### config.mk
export PLATFORM = sky130hd
export DESIGN_NAME = output_layer_mac
export DESIGN_NICKNAME = d
export VERILOG_FILES = /design/src/rtl/nn_pkg.sv /design/src/rtl/mac_lane.sv /design/src/rtl/output_layer_mac.sv
export SDC_FILE = /design/constraint.sdc
export NUM_CORES = 2
export LEC_CHECK = 0
export ABC_AREA = 1
export CORE_ASPECT_RATIO = 1.2
export CORE_MARGIN = 2
export CORE_UTILIZATION = 57
export CTS_BUF_LIST = sky130_fd_sc_hd__clkbuf_16
export CTS_CLUSTER_DIAMETER = 30
export CTS_CLUSTER_SIZE = 10
export DETAILED_ROUTE_END_ITERATION = 6
export GPL_TIMING_DRIVEN = 0
export HOLD_SLACK_MARGIN = 0.12
export PLACE_DENSITY = 0.89
export REMOVE_ABC_BUFFERS = 1
export SETUP_SLACK_MARGIN = 0.3
export SYNTH_ARGS = -nofsm -noshare
export SYNTH_HDL_FRONTEND = slang
export SYNTH_HIERARCHICAL = 1
export SYNTH_SLANG_ARGS = --single-unit
### constraint.sdc
create_clock -name clk -period 6.7 [get_ports clk]
set_input_delay 1.675 -clock clk [delete_from_list [all_inputs] [get_ports clk]]
set_output_delay 1.675 -clock clk [all_outputs]
set_load 0.02 [all_outputs]
### src/rtl/nn_pkg.sv
// Shared constants and FSM state type for the output-layer MAC.
package nn_pkg;
    localparam int N_CLASSES = 10;
    localparam int N_HIDDEN  = 64;
    localparam int ACT_W     = 8;
    localparam int W_W       = 8;
    localparam int SCORE_W   = 26;
    localparam int PROD_W    = 16;  // u8 * s8 always fits in 16-bit signed
    localparam int ACC_W     = 26;  // 64 * |32640| fits with margin
    localparam int CNT_W     = 7;

    typedef enum logic [1:0] {
        IDLE  = 2'd0,
        ACCUM = 2'd1,
        DONE  = 2'd2
    } state_t;
endpackage

### src/rtl/mac_lane.sv
// One class lane: signed multiply-accumulate with clear, and a clamped score register.
module mac_lane #(
    parameter int SCORE_W = nn_pkg::SCORE_W
) (
    input  logic                     clk,
    input  logic                     rst,
    input  logic                     en,     // accepted beat
    input  logic                     clr,    // drop the running sum
    input  logic                     load,   // final beat of a well-formed frame
    input  logic [nn_pkg::ACT_W-1:0] act,
    input  logic [nn_pkg::W_W-1:0]   w,
    output logic [SCORE_W-1:0]       score
);
    import nn_pkg::*;

    logic signed [PROD_W-1:0] act_s;
    logic signed [PROD_W-1:0] w_s;
    logic signed [PROD_W-1:0] prod;
    logic signed [ACC_W-1:0]  acc;
    logic signed [ACC_W-1:0]  acc_next;
    logic        [ACC_W-1:0]  acc_pos;

    // activation is unsigned, weight is two's complement
    assign act_s    = {{(PROD_W-ACT_W){1'b0}}, act};
    assign w_s      = {{(PROD_W-W_W){w[W_W-1]}}, w};
    assign prod     = act_s * w_s;
    assign acc_next = acc + {{(ACC_W-PROD_W){prod[PROD_W-1]}}, prod};
    // negative sums report as zero score
    assign acc_pos  = acc_next[ACC_W-1] ? '0 : acc_next;

    // accumulate beats; score captures the sum including the last beat
    always_ff @(posedge clk) begin
        if (rst) begin
            acc   <= '0;
            score <= '0;
        end else begin
            if (clr)
                acc <= '0;
            else if (en)
                acc <= acc_next;
            if (load)
                score <= SCORE_W'(acc_pos);
        end
    end
endmodule

### src/rtl/output_layer_mac.sv
// Output layer: ten parallel MAC lanes framed by a beat counter and IDLE/ACCUM/DONE FSM.
module output_layer_mac #(
    parameter int N_HIDDEN = nn_pkg::N_HIDDEN,
    parameter int SCORE_W  = nn_pkg::SCORE_W
) (
    input  logic                     clk,
    input  logic                     rst,
    input  logic                     in_valid,
    output logic                     in_ready,
    input  logic [nn_pkg::ACT_W-1:0] act,
    input  logic [nn_pkg::W_W-1:0]   w0,
    input  logic [nn_pkg::W_W-1:0]   w1,
    input  logic [nn_pkg::W_W-1:0]   w2,
    input  logic [nn_pkg::W_W-1:0]   w3,
    input  logic [nn_pkg::W_W-1:0]   w4,
    input  logic [nn_pkg::W_W-1:0]   w5,
    input  logic [nn_pkg::W_W-1:0]   w6,
    input  logic [nn_pkg::W_W-1:0]   w7,
    input  logic [nn_pkg::W_W-1:0]   w8,
    input  logic [nn_pkg::W_W-1:0]   w9,
    input  logic                     in_last,
    output logic [SCORE_W-1:0]       s0,
    output logic [SCORE_W-1:0]       s1,
    output logic [SCORE_W-1:0]       s2,
    output logic [SCORE_W-1:0]       s3,
    output logic [SCORE_W-1:0]       s4,
    output logic [SCORE_W-1:0]       s5,
    output logic [SCORE_W-1:0]       s6,
    output logic [SCORE_W-1:0]       s7,
    output logic [SCORE_W-1:0]       s8,
    output logic [SCORE_W-1:0]       s9,
    output logic                     Output_Valid,
    output logic                     frame_err
);
    import nn_pkg::*;

    state_t                              state, state_nxt;
    logic [CNT_W-1:0]                    cnt;
    logic                                accept;
    logic                                cnt_full;
    logic                                last_ok;
    logic                                bad;
    logic                                err_q;
    logic                                lane_clr;
    logic [N_CLASSES-1:0][W_W-1:0]       w_vec;
    logic [N_CLASSES-1:0][SCORE_W-1:0]   s_vec;

    assign w_vec = {w9, w8, w7, w6, w5, w4, w3, w2, w1, w0};
    assign {s9, s8, s7, s6, s5, s4, s3, s2, s1, s0} = s_vec;

    assign accept   = in_valid && in_ready;
    assign cnt_full = (cnt == CNT_W'(N_HIDDEN-1));
    assign last_ok  = accept && in_last && cnt_full;
    // in_last off the final index, or the final index without in_last
    assign bad      = accept && (in_last != cnt_full);
    assign lane_clr = (state == DONE) || bad;
    assign frame_err = err_q;

    // next state and handshake outputs
    always_comb begin
        state_nxt    = state;
        in_ready     = 1'b0;
        Output_Valid = 1'b0;
        case (state)
            IDLE, ACCUM: begin
                in_ready = !rst;
                if (last_ok)
                    state_nxt = DONE;
                else if (bad)
                    state_nxt = IDLE;
                else if (accept)
                    state_nxt = ACCUM;
            end
            DONE: begin
                Output_Valid = 1'b1;
                state_nxt    = IDLE;
            end
            default: state_nxt = IDLE;
        endcase
    end

    // state register, beat counter and error pulse
    always_ff @(posedge clk) begin
        if (rst) begin
            state <= IDLE;
            cnt   <= '0;
            err_q <= 1'b0;
        end else begin
            state <= state_nxt;
            err_q <= bad;
            if (last_ok || bad)
                cnt <= '0;
            else if (accept)
                cnt <= cnt + 1'b1;
        end
    end

    for (genvar k = 0; k < N_CLASSES; k++) begin : g_lane
        mac_lane #(.SCORE_W(SCORE_W)) u_lane (
            .clk   (clk),
            .rst   (rst),
            .en    (accept),
            .clr   (lane_clr),
            .load  (last_ok),
            .act   (act),
            .w     (w_vec[k]),
            .score (s_vec[k])
        );
    end
endmodule

==> impl_metrics.ini <==
[die]
die_area_um2 = 111600
core_area_um2 = 108000
rows = 132
start_util = 0.5747
io_pins = 355
die_h_um = 365.5
die_w_um = 305.3

[cts]
cts_tree = built
ctsLongestPathBuffers = 3
cts.sinks = 520
ctsHoldBuffers = 0
insertion_delay_ps = 770
cts-root-buf = clkbuf_16
path_clk_slew_ps = 50
cts-buffers-inserted = 115
cts.htree.levels = 3

[synth]
synthesis.instances = 8944
synth_warnings = 6
yosysTopAreaCell = dfxtp_1
syn-cell-area_um2 = 62080
synth_top_area_frac = 0.1677
synth-seq-area-share = 0.1677
avgSynthCellArea_um2 = 6.941
synth_area_leaders = dfxtp_1, ha_1, nand2_1, fa_1, inv_1
ys_ff_latch = 520
yosysUniqueCellTypes = 45

[placement]
placedInstanceArea_um2 = 66050
dp_slack_ps = -1713
place.port_buffers = 344
dp_hpwl_um = 127000
globalplace.congestion = 0.9696
dp.cells = 10410

[route]
num_vias = 64070
drtPass1Iterations = 7
drc = 33
routed_wl_um = 225900
routedWlPerCell_um = 20.48
postRouteAntennaNets = 0
drt-initial-drc-count = 5992
via_per_inst = 5.807

[timing]
tightest_slew_ps = 1608
slew_headroom = -0.07484
clock.fmax_ghz = 0.1416
hold_violations = 0
grt_setup_unrepaired = true
setup_violations = 252
fin_crit_sh = 1.054
fin_skew_ps = 44.48
fin_setup_tns_ps = -33110
worst_slack_ps = -364.6
final_max_slew_viol_count = 11
min_period_ps = 7065

[worst_setup_path]
crit_fanout = 8
rr_endpoint = g_lane[3].u_lane/score[21]$_SDFFE_PP0P_
cp.arrival_ps = 7710
timing.rr.start = state[1]$_SDFFE_PP0P_
reg2reg_setup_slack_ps = 1710
start_kind = input port
slowest_delay_ps = 630
cp-end-kind = flip-flop
worstSetupEndpoint = g_lane[1].u_lane/acc[25]$_SDFFE_PP0P_
crit_type = in2reg
cp_slowest_cell = fa_1
crit_path_start = act[3]
reg2regPathDepth = 18
worstPathRequired_ps = 7340

[layout]
nets = 10650
final_cell_mix = nand2_1, inv_1, nor2_1, dfxtp_1, ha_1
fillerInstances = 6984
areaGrowthSynthToFinish_pct = 30.00
drive_above_1_share = 0.2460
final_common_cell = nand2_1
post-route-cell-area_um2 = 80700
instances_no_fill = 11030

[status]
violations = design-rule violations, max-capacitance violations, max-slew violations, negative setup slack
status = finished with violations

[global_route]
antenna_found_initial = 37
grt_pass1_vias = 61780
grt_use_total = 0.3428
grt_start_max_net_pins = 100
grt_overflow = 0
grt_pass1_wl_um = 309600

[pwr]
vdd_ir_drop_max_v = 0.0002766
power_mw = 31.49
power.leakage_nw = 41.16
p_per_area_nw_per_um2 = 390.1

[job]
max-cap-violations = 1

[worst_hold_path]
hold_path.class = reg2reg
-- what timing repair did --
item | in CTS | in global routing
gates cloned | 51 | 18
endpoints found under the setup margin | 405 | 397
pin swaps | 204 | 479
setup buffers | 125 | 187
resized for setup | 548 | 1085
-- sequential cells by signal (all words and copies together), names as in the netlist --
| register | cells |
|---|---|
| cnt | 7 |
| g_lane.u_lane/acc | 260 |
| state | 2 |
| frame_err | 1 |
| g_lane.u_lane/score | 250 |
-- cells by family (layout without fill, tap and decap cells) --
family,Yosys count,after routing,synth area share
AND/OR/NAND/NOR,3851,3880,0.2871
buffers and inverters,2169,2795,0.1430
AO/OA/AOI/OAI,1080,1080,0.1062
adder cells (fa/ha/maj),1061,1061,0.2598
flip-flops,520,520,0.1677
XOR/XNOR,253,253,0.03569
other,10,38,0.0006047
-- cell usage after synthesis (all sizes together) --
cell and number:
clkinv 1, o2111ai 4, xor2 164, nor2 908, o21a 9, dfxtp 520, o21bai 37, conb 10
nand3 562, nor4 10, or2 30, ha 681, xnor2 89, inv 1838, nor3 77, nand2 2176
clkbuf 255, a31oi 15, a21o 11, nand4 88, o211ai 10, buf 55, fa 380, a21boi 1
o21ai 363, dlygate4sd3 20, a21oi 630
-- metrics by stage --
stage,utilization,hold WS [ps]
after floorplan,-,442.3
after global placement,0.6047,450.4
after detailed placement,0.6115,457.0
after CTS,0.6872,464.4
after global routing,0.7467,484.1
final,0.7471,463.3
-- how the worst min path moves through the flow --
stage / start / to / slack [ps] / cells after the start
floorplan: cnt[6]$_SDFFE_PP0P_ / cnt[6]$_SDFFE_PP0P_ / 440 / 2
global placement: cnt[6]$_SDFFE_PP0P_ / cnt[6]$_SDFFE_PP0P_ / 450 / 2
detailed placement: g_lane[4].u_lane/score[1]$_SDFFE_PP0P_ / g_lane[4].u_lane/score[1]$_SDFFE_PP0P_ / 460 / 2
CTS: g_lane[4].u_lane/score[1]$_SDFFE_PP0P_ / g_lane[4].u_lane/score[1]$_SDFFE_PP0P_ / 460 / 2
global route: g_lane[0].u_lane/score[24]$_SDFFE_PP0P_ / g_lane[0].u_lane/score[24]$_SDFFE_PP0P_ / 480 / 2
finish: g_lane[0].u_lane/score[24]$_SDFFE_PP0P_ / g_lane[0].u_lane/score[24]$_SDFFE_PP0P_ / 460 / 2
-- critical path, delay by kind of cell --
family / cells / cell delay, ps
AO/OA/AOI/OAI: 2 / 460
buffers and inverters: 8 / 1050
adder cells (fa/ha/maj): 6 / 2690
XOR/XNOR: 1 / 140
AND/OR/NAND/NOR: 15 / 1670
-- power by group --
group / switching (mW) / internal [mW]
clock: 2.09 / 3.67
combinational: 14.4 / 7.86
sequential: 0.179 / 3.30
total: 16.7 / 14.8
-- layout make-up --
cell class | count | area (um^2) | area share
timing repair buffer | 737 | 8323 | 0.1031
tap | 1407 | 1760 | 0.02181
multi-input combinational | 6284 | 49220 | 0.6099
antenna | 28 | 70.07 | 0.0008682
clock inverter | 99 | 1001 | 0.01240
clock buffer | 116 | 2903 | 0.03597
inverter | 1839 | 6985 | 0.08656
sequential | 520 | 10410 | 0.1290
timing repair inverter | 4 | 30.03 | 0.0003721
-- metal layers --
layer  vias to the layer above  global-route usage  share of wire
met4                        24              0.2268          0.089
met2                      3695              0.6150           0.48
li1                      28830                   -              -
met3                      1497             0.07098          0.092
met1                     30020              0.3647           0.34
met5                         -                   0        0.00074
(Power assumes the default switching activity.)
